File: src/rtl/change_dispenser.sv
// Change dispenser: plans exact change from a latched coin inventory with a greedy
// 10/5/1 split, then ejects coins one at a time with an ack handshake and timeout.
module change_dispenser #(
    parameter int W_AMT       = 5,
    parameter int W_CNT       = 6,
    parameter int ACK_TIMEOUT = 15
) (
    input  logic             clk,
    input  logic             i_rst_n,
    input  logic             i_start,
    input  logic [W_AMT-1:0] i_change,
    input  logic [W_CNT-1:0] i_am_1,
    input  logic [W_CNT-1:0] i_am_5,
    input  logic [W_CNT-1:0] i_am_10,
    input  logic             i_coin_ack,
    output logic             o_busy,
    output logic             o_coin_1,
    output logic             o_coin_5,
    output logic             o_coin_10,
    output logic             o_done,
    output logic             o_no_change,
    output logic             o_fault,
    output logic [W_CNT-1:0] o_used_1,
    output logic [W_CNT-1:0] o_used_5,
    output logic [W_CNT-1:0] o_used_10
);

    // Planning arithmetic width: wide enough for 10*n10 (W_AMT+1) and for any count.
    localparam int W_MAX = (W_AMT + 1 > W_CNT) ? W_AMT + 1 : W_CNT;
    localparam int W_TMR = $clog2(ACK_TIMEOUT + 1);

    typedef enum logic [2:0] {
        S_IDLE,
        S_CHECK,
        S_SELECT,
        S_DROP,
        S_DONE,
        S_FAIL,
        S_FAULT
    } state_t;

    state_t state_q, state_d;

    logic [W_AMT-1:0] amt_q, amt_d;
    logic [W_CNT-1:0] am_1_q, am_1_d;
    logic [W_CNT-1:0] am_5_q, am_5_d;
    logic [W_CNT-1:0] am_10_q, am_10_d;
    logic [W_CNT-1:0] plan_1_q, plan_1_d;
    logic [W_CNT-1:0] plan_5_q, plan_5_d;
    logic [W_CNT-1:0] plan_10_q, plan_10_d;
    logic [W_CNT-1:0] used_1_q, used_1_d;
    logic [W_CNT-1:0] used_5_q, used_5_d;
    logic [W_CNT-1:0] used_10_q, used_10_d;
    logic [W_TMR-1:0] timer_q, timer_d;
    logic             busy_q, busy_d;
    logic             coin_1_q, coin_1_d;
    logic             coin_5_q, coin_5_d;
    logic             coin_10_q, coin_10_d;
    logic             done_q, done_d;
    logic             no_change_q, no_change_d;
    logic             fault_q, fault_d;

    // Greedy plan from the latched snapshot; exact for the 1/5/10 coin set.
    logic [W_MAX-1:0] amt_x, q10, n10, r1, q5, n5, r2, n1, r3;
    logic             feasible;

    always_comb begin
        amt_x    = W_MAX'(amt_q);
        q10      = amt_x / W_MAX'(10);
        n10      = (q10 < W_MAX'(am_10_q)) ? q10 : W_MAX'(am_10_q);
        r1       = amt_x - n10 * W_MAX'(10);
        q5       = r1 / W_MAX'(5);
        n5       = (q5 < W_MAX'(am_5_q)) ? q5 : W_MAX'(am_5_q);
        r2       = r1 - n5 * W_MAX'(5);
        n1       = (r2 < W_MAX'(am_1_q)) ? r2 : W_MAX'(am_1_q);
        r3       = r2 - n1;
        feasible = (r3 == '0);
    end

    // NOTE: every register's next value defaults to its current value first, so no
    // path through the case statement can leave a signal unassigned and infer a latch.
    always_comb begin
        state_d     = state_q;
        amt_d       = amt_q;
        am_1_d      = am_1_q;
        am_5_d      = am_5_q;
        am_10_d     = am_10_q;
        plan_1_d    = plan_1_q;
        plan_5_d    = plan_5_q;
        plan_10_d   = plan_10_q;
        used_1_d    = used_1_q;
        used_5_d    = used_5_q;
        used_10_d   = used_10_q;
        timer_d     = timer_q;
        busy_d      = busy_q;
        coin_1_d    = coin_1_q;
        coin_5_d    = coin_5_q;
        coin_10_d   = coin_10_q;
        done_d      = 1'b0;
        no_change_d = 1'b0;
        fault_d     = fault_q;

        unique case (state_q)
            S_IDLE: begin
                if (i_start) begin
                    amt_d     = i_change;
                    am_1_d    = i_am_1;
                    am_5_d    = i_am_5;
                    am_10_d   = i_am_10;
                    used_1_d  = '0;
                    used_5_d  = '0;
                    used_10_d = '0;
                    busy_d    = 1'b1;
                    state_d   = S_CHECK;
                end
            end

            S_CHECK: begin
                if (feasible) begin
                    plan_10_d = W_CNT'(n10);
                    plan_5_d  = W_CNT'(n5);
                    plan_1_d  = W_CNT'(n1);
                    state_d   = S_SELECT;
                end else begin
                    no_change_d = 1'b1;
                    state_d     = S_FAIL;
                end
            end

            S_SELECT: begin
                timer_d = '0;
                if (plan_10_q != '0) begin
                    coin_10_d = 1'b1;
                    state_d   = S_DROP;
                end else if (plan_5_q != '0) begin
                    coin_5_d = 1'b1;
                    state_d  = S_DROP;
                end else if (plan_1_q != '0) begin
                    coin_1_d = 1'b1;
                    state_d  = S_DROP;
                end else begin
                    done_d  = 1'b1;
                    state_d = S_DONE;
                end
            end

            S_DROP: begin
                if (i_coin_ack) begin
                    if (coin_10_q) begin
                        plan_10_d = plan_10_q - W_CNT'(1);
                        used_10_d = used_10_q + W_CNT'(1);
                    end
                    if (coin_5_q) begin
                        plan_5_d = plan_5_q - W_CNT'(1);
                        used_5_d = used_5_q + W_CNT'(1);
                    end
                    if (coin_1_q) begin
                        plan_1_d = plan_1_q - W_CNT'(1);
                        used_1_d = used_1_q + W_CNT'(1);
                    end
                    coin_1_d  = 1'b0;
                    coin_5_d  = 1'b0;
                    coin_10_d = 1'b0;
                    timer_d   = '0;
                    state_d   = S_SELECT;
                end else if (timer_q == W_TMR'(ACK_TIMEOUT - 1)) begin
                    // Line has been high for ACK_TIMEOUT cycles with no ack.
                    coin_1_d  = 1'b0;
                    coin_5_d  = 1'b0;
                    coin_10_d = 1'b0;
                    fault_d   = 1'b1;
                    state_d   = S_FAULT;
                end else begin
                    timer_d = timer_q + W_TMR'(1);
                end
            end

            S_DONE: begin
                busy_d  = 1'b0;
                state_d = S_IDLE;
            end

            S_FAIL: begin
                busy_d  = 1'b0;
                state_d = S_IDLE;
            end

            S_FAULT: begin
                state_d = S_FAULT;
            end

            default: begin
                state_d = S_IDLE;
            end
        endcase
    end

    // NOTE: sequential state uses non-blocking assignments so every register samples
    // the pre-edge values; blocking here would create order-dependent simulation.
    always_ff @(posedge clk or negedge i_rst_n) begin
        if (!i_rst_n) begin
            state_q     <= S_IDLE;
            amt_q       <= '0;
            am_1_q      <= '0;
            am_5_q      <= '0;
            am_10_q     <= '0;
            plan_1_q    <= '0;
            plan_5_q    <= '0;
            plan_10_q   <= '0;
            used_1_q    <= '0;
            used_5_q    <= '0;
            used_10_q   <= '0;
            timer_q     <= '0;
            busy_q      <= 1'b0;
            coin_1_q    <= 1'b0;
            coin_5_q    <= 1'b0;
            coin_10_q   <= 1'b0;
            done_q      <= 1'b0;
            no_change_q <= 1'b0;
            fault_q     <= 1'b0;
        end else begin
            state_q     <= state_d;
            amt_q       <= amt_d;
            am_1_q      <= am_1_d;
            am_5_q      <= am_5_d;
            am_10_q     <= am_10_d;
            plan_1_q    <= plan_1_d;
            plan_5_q    <= plan_5_d;
            plan_10_q   <= plan_10_d;
            used_1_q    <= used_1_d;
            used_5_q    <= used_5_d;
            used_10_q   <= used_10_d;
            timer_q     <= timer_d;
            busy_q      <= busy_d;
            coin_1_q    <= coin_1_d;
            coin_5_q    <= coin_5_d;
            coin_10_q   <= coin_10_d;
            done_q      <= done_d;
            no_change_q <= no_change_d;
            fault_q     <= fault_d;
        end
    end

    assign o_busy      = busy_q;
    assign o_coin_1    = coin_1_q;
    assign o_coin_5    = coin_5_q;
    assign o_coin_10   = coin_10_q;
    assign o_done      = done_q;
    assign o_no_change = no_change_q;
    assign o_fault     = fault_q;
    assign o_used_1    = used_1_q;
    assign o_used_5    = used_5_q;
    assign o_used_10   = used_10_q;

endmodule

File: config.mk
export PLATFORM = sky130hd
export DESIGN_NAME = change_dispenser
export DESIGN_NICKNAME = d
export VERILOG_FILES = /design/src/rtl/change_dispenser.sv
export SDC_FILE = /design/constraint.sdc
export NUM_CORES = 1
export LEC_CHECK = 0
export CAP_MARGIN = 20
export CORE_ASPECT_RATIO = 0.7
export CORE_MARGIN = 5
export CORE_UTILIZATION = 51
export CTS_CLUSTER_SIZE = 20
export DETAILED_ROUTE_END_ITERATION = 6
export HOLD_SLACK_MARGIN = 0.1
export PLACE_DENSITY = 0.78
export SLEW_MARGIN = 20
export SYNTH_ARGS = -nofsm -noshare
export SYNTH_HDL_FRONTEND = slang
export SYNTH_SLANG_ARGS = --single-unit
File: constraint.sdc
create_clock -name clk -period 14.1 [get_ports clk]
set_input_delay 3.525 -clock clk [delete_from_list [all_inputs] [get_ports clk]]
set_output_delay 3.525 -clock clk [all_outputs]
set_load 0.1 [all_outputs]
==> flow_metrics.tcl, run 1 <==
set metrics [dict create \
    rsz0062_at_grt "no" \
    setup_viol 0 \
    drc 0 \
    rows 30 \
    antenna_found_initial 0 \
    synth_top_flop_cell "dfrtp_1" \
    nFillCells 831 \
    worstHoldPathType "flop to flop" \
    grt_pass1_wl_um 21700 \
    area_growth_pct 18.4 \
    clkLatencyLatePin_ns 0.36 \
    io_pins 52 \
    syn_inst 582 \
    drt-total-wl_um 12900 \
    core_um2 9830 \
    hold_buffers 0 \
    clk_pin_slew_ns 0.06 \
    cts_tree "done" \
    yosysTopAreaCell "dfrtp_1" \
    nets 704 \
    die_w_um 131 \
    synth-seq-cells 73 \
    slowest_delay_ns 0.51 \
    antenna_left 0 \
    synth_edf_count 0 \
    yosys-top-cells-area "dfrtp_1 (35%), ha_1 (9.6%), o21ai_0 (5.4%), nand2_1 (4.4%), inv_1 (3.4%)" \
    layout-drive-gt1-share_pct 8.78 \
    cts.path.max_buffers 2 \
    drv_cap 0 \
    setup_slack_ns 0.900 \
    wire_per_inst_um 16.8 \
    worst_pin_slew_ns 1.02 \
    antenna_cells 0 \
    gp_congestion 0.891 \
    fmax_mhz 75.8 \
    crit_fanout 11 \
    gr-total-overflow 0 \
    multi_input_area_um2 3150 \
    period_needed_ns 13.20 \
    drtPass1Iterations 6 \
    crit_type "flop to flop" \
    crit_top_cell "ha_1" \
    cts_buffers 9 \
    cp-start-kind "flop" \
    num_vias 4607 \
    io_buffers 51 \
    required_ns 14.39 \
    hold_viol_final 0 \
    drtIter0Drc 462 \
    fin_crit_sh_pct 93.6 \
    vias_per_cell 6.01 \
    finalSetupTns_ns 0 \
    clockRootBuffer "clkbuf_16" \
    maxSlewHeadroom_pct 31.7 \
    htree_levels 3 \
    syn_area_um2 5210 \
    endpoint_kind "flop" \
    cp_slowest_cell "a221oi_4" \
    fin_worst_skew_ns 0.00950 \
    async_reset_ff_share_pct 100 \
    drv_slew 0 \
    grt_start_max_net_pins 74 \
    synth_top_area_share_pct 35.1 \
    grt_usage_pct 21.8 \
    ys_types 79 \
    cts.sinks 73 \
    die_h_um 94.5 \
    status "finished clean" \
    regArea_um2 1830 \
    yosysSeqAreaShare_pct 35.1 \
    avgSynthCellArea_um2 8.95 \
    floorplan.die_area_um2 12400 \
    cp_data_arrival_time_ns 13.49 \
    start_util_pct 52.9 \
    dp_hpwl_um 9050 \
    grt_pass1_vias 4541 \
    ys_warn_count 0 \
    dp_slack_ns 0.687 \
]
## synthesized netlist by cell type (all sizes together) (7+ instances only)
cell and n:
dfrtp 73, nor3 18, nor2 39, nand2b 7, a21oi 31, o21ai 60
xor2 11, mux2 16, or3 9, nand2 61, ha 40, o22ai 9
inv 48, clkbuf 11, xnor2 8, nand4 9, nor4 8, mux2i 12
nand3 16
## final cells by class
cell class | count | share of cell area (%)
inverters | 49 | 2.98
well taps | 128 | 2.60
flip-flops and latches | 73 | 29.6
repair buffers | 55 | 8.73
multi-input cells | 445 | 51.0
clock buffers | 9 | 3.65
clock inverters | 7 | 1.36
## logic make-up after synthesis
logic type / after synthesis / share of synthesized area (%)
buffers and inverters: 66 / 5.05
adders and majority gates: 44 / 11.2
DFF: 73 / 35.1
muxes: 28 / 5.84
other: 1 / 0.0720
AOI/OAI and AO/OA: 158 / 20.1
and+or+nand+nor: 191 / 18.4
xor gates and xnor gates: 21 / 4.35
## worst paths after layout
path                            slack, ns  depth (start not counted)                       to                   start
worst max-delay path                 0.90                         49  plan_5_q[0]$_DFFE_PN0P_    amt_q[2]$_DFFE_PN0P_
worst min-delay path                 0.51                          1   am_10_q[2]$_DFFE_PN0P_  am_10_q[2]$_DFFE_PN0P_
worst max register to register       0.90                         49  plan_5_q[0]$_DFFE_PN0P_    amt_q[2]$_DFFE_PN0P_
worst min register to register       0.51                          1   am_10_q[2]$_DFFE_PN0P_  am_10_q[2]$_DFFE_PN0P_
max in group asynchronous           10.16                          1    am_5_q[2]$_DFFE_PN0P_                 i_rst_n
min in group asynchronous            3.30                          1    am_1_q[0]$_DFFE_PN0P_                 i_rst_n
## stage by stage
| step | util (%) | hold slack, ns | cells | instance area [um2] |
|---|---|---|---|---|
| after floorplan | - | 0.481 | 584 | 5210 |
| after global placement | 59.2 | 0.493 | 747 | 5820 |
| after detailed placement | 59.2 | 0.495 | 747 | 5820 |
| after CTS | 62.3 | 0.512 | 763 | 6130 |
| after global routing | 62.7 | 0.531 | 766 | 6160 |
| final | 62.7 | 0.510 | 766 | 6160 |
## layout by cell type, fill, tap and decap left out, types with 15 or more instances in the layout
cell              n
a21oi_1          28
nand3_1          15
nor2_1           37
nand2_1          61
o21ai_0          56
ha_1             40
dfrtp_1          73
clkdlybuf4s50_1  50
nor3_1           16
inv_1            47
## flip-flops by register name, indices dropped and copies added, names as in the netlist, 3 cells and up
signal     count
plan_10_q      6
am_10_q        6
am_5_q         6
state_q        3
plan_5_q       6
o_used_10      6
plan_1_q       6
timer_q        4
amt_q          5
o_used_1       6
o_used_5       6
am_1_q         6
## routing by layer
layer / vias up / wire (um) / GRT usage [%]
met4: 0 / 206 / 6.51
li1: 2205 / - / -
met3: 29 / 883 / 6.22
met1: 2203 / 6120 / 30.2
met2: 170 / 5690 / 33.4
met5: - / 0 / 0
## worst max-delay path, delay by kind of cell (launching register included)
kind | cells | cell delay [ns]
adder cells (fa/ha/maj) | 11 | 3.49
multiplexers | 3 | 1.24
AO/OA/AOI/OAI | 22 | 5.31
buffers and inverters | 3 | 0.18
flip-flops | 1 | 0.47
XOR/XNOR | 2 | 0.30
AND/OR/NAND/NOR | 8 | 2.11
## what timing repair did
action,CTS,global route
setup endpoints to repair,0,20
buffers inserted,0,3
gates resized for setup,0,2
Power of run 1 is left out: the tool's default activity adds up to more than one toggle a clock period on the data nets, which glitch-free logic cannot reach.
==> run 2, diff against run 1 <==
--- a/config.mk
+++ b/config.mk
@@ -6,13 +6,16 @@
 export NUM_CORES = 1
 export LEC_CHECK = 0
 export CAP_MARGIN = 20
+export CELL_PAD_IN_SITES_DETAIL_PLACEMENT = 1
+export CELL_PAD_IN_SITES_GLOBAL_PLACEMENT = 1
 export CORE_ASPECT_RATIO = 0.7
 export CORE_MARGIN = 5
-export CORE_UTILIZATION = 51
+export CORE_UTILIZATION = 44
 export CTS_CLUSTER_SIZE = 20
 export DETAILED_ROUTE_END_ITERATION = 6
 export HOLD_SLACK_MARGIN = 0.1
-export PLACE_DENSITY = 0.78
+export PLACE_DENSITY = 0.85
+export SKIP_CTS_REPAIR_TIMING = 1
 export SLEW_MARGIN = 20
 export SYNTH_ARGS = -nofsm -noshare
 export SYNTH_HDL_FRONTEND = slang
==> run 2 against run 1 <==
Against the previous run: first-iteration DRC count down 32%; via count up 2.2%; wire length up 23%; critical path depth unchanged; largest cell class unchanged; final cell count up 4.7%; core utilization down 8.4 points; count of clock-buffer cells in the layout unchanged; clock skew down 0.0013 ns; sequential share of layout area down 0.73 points; register-to-register slack worse by 0.18 ns; die area up 14%; worst setup slack worse by 0.18 ns.
==> flow_metrics.tcl, run 2 (same netlist as run 1, synthesis figures left out) <==
set metrics [dict create \
    cp_slowest_cell "fa_1" \
    cp-start-kind "flop" \
    cts_tree "done" \
    num_vias 4707 \
    status "finished clean" \
    worstHoldPathType "flop to flop" \
    cts.path.max_buffers 2 \
    clockRootBuffer "clkbuf_16" \
    nFillCells 1373 \
    fmax_mhz 74.8 \
    drtIter0Drc 316 \
    hold_viol_final 0 \
    drv_cap 0 \
    floorplan.die_area_um2 14100 \
    core_um2 11600 \
    grt_pass1_wl_um 26300 \
    layout_commonest_cell "dfrtp_1" \
    wire_per_inst_um 19.8 \
    htree_levels 3 \
    design_area_um2 6320 \
    drc 0 \
    vias_per_cell 5.87 \
    cp_data_arrival_time_ns 13.59 \
    die_w_um 140 \
    gr-total-overflow 0 \
    met1_usage_pct 30.4 \
    grt_pass1_vias 5091 \
    gp_congestion 0.894 \
    cts.sinks 73 \
    rows 33 \
    final_cell_mix "dfrtp_1 (73), nand2_1 (61), o21ai_0 (56)" \
    maxSlewHeadroom_pct 34.0 \
    fin_crit_sh_pct 94.9 \
    dpl-instance-area_um2 5870 \
    regArea_um2 1830 \
    layout-drive-gt1-share_pct 10.5 \
    antenna_found_initial 0 \
    fin_worst_skew_ns 0.00825 \
    slowest_delay_ns 0.52 \
    drt-total-wl_um 15900 \
    cts_buffers 9 \
    io_pins 52 \
    antenna_cells 0 \
    io_buffers 51 \
    drtPass1Iterations 4 \
    period_needed_ns 13.38 \
    setup_viol 0 \
    multi_input_area_um2 3180 \
    crit_fanout 8 \
    grt_start_max_net_pins 74 \
    required_ns 14.31 \
    grt_usage_pct 22.9 \
    grt_use_met3_pct 4.17 \
    grtUsageMet2_pct 38.5 \
    area_growth_pct 21.4 \
    worst_pin_slew_ns 0.987 \
    antenna_left 0 \
    dp_hpwl_um 10900 \
    clkLatencyLatePin_ns 0.35 \
    clk_pin_slew_ns 0.07 \
    busiest_layer "met2" \
    crit_top_cell "ha_1" \
    crit_type "flop to flop" \
    die_h_um 101 \
    endpoint_kind "flop" \
    nets 711 \
    start_util_pct 44.7 \
    drv_slew 0 \
]
run 2: final timing paths:
kind / startpoint / end / slack (ns) / cells past startpoint
hold reg to reg: o_fault$_DFFE_PN0P_ / o_fault$_DFFE_PN0P_ / 0.51 / 1
min in group asynchronous: i_rst_n / am_1_q[5]$_DFFE_PN0P_ / 3.06 / 1
setup / recovery: amt_q[2]$_DFFE_PN0P_ / state_q[0]$_DFFE_PN0P_ / 0.72 / 49
hold / removal: o_fault$_DFFE_PN0P_ / o_fault$_DFFE_PN0P_ / 0.51 / 1
max in group asynchronous: i_rst_n / o_used_1[3]$_DFFE_PN0P_ / 10.46 / 2
setup reg to reg: amt_q[2]$_DFFE_PN0P_ / state_q[0]$_DFFE_PN0P_ / 0.72 / 49
run 2: cell type report:
cell class	count	area share, %
clock buffers	9	3.56
clock inverters	7	1.50
inverters	49	2.91
multi-input cells	445	50.3
flip-flops and latches	73	28.9
well taps	157	3.11
repair buffers	62	9.66
run 2: per-layer routing:
layer | up-vias | part of all wire (%)
met5 | - | 0
met3 | 27 | 3.8
met1 | 2349 | 45
met2 | 115 | 49
met4 | 0 | 1.9
li1 | 2216 | -
run 2: critical path: cells and delay by family, from the launching register on:
kind | cells | cell delay (ns)
AOI/OAI and AO/OA | 18 | 4.08
adders and majority gates | 11 | 3.57
and+or+nand+nor | 12 | 3.48
muxes | 3 | 1.13
DFF | 1 | 0.46
xor gates and xnor gates | 2 | 0.30
buffers and inverters | 3 | 0.18
run 2: stage by stage:
| step | cells | setup TNS (ns) | setup slack [ns] | hold slack [ns] | util (%) |
|---|---|---|---|---|---|
| 6_report | 802 | 0 | 0.724 | 0.507 | 54.3 |
| 5_1_grt | 802 | -0.00133 | -0.00133 | 0.531 | 54.3 |
| 4_1_cts | 794 | 0 | 0.0778 | 0.506 | 53.2 |
| 3_5_place_dp | 778 | 0 | 0.354 | 0.488 | 50.4 |
| 3_3_place_gp | 778 | 0 | 1.37 | 0.460 | 50.4 |
| 2_1_floorplan | 584 | 0 | 2.37 | 0.481 | - |
Power of run 2 is left out for the same reason.
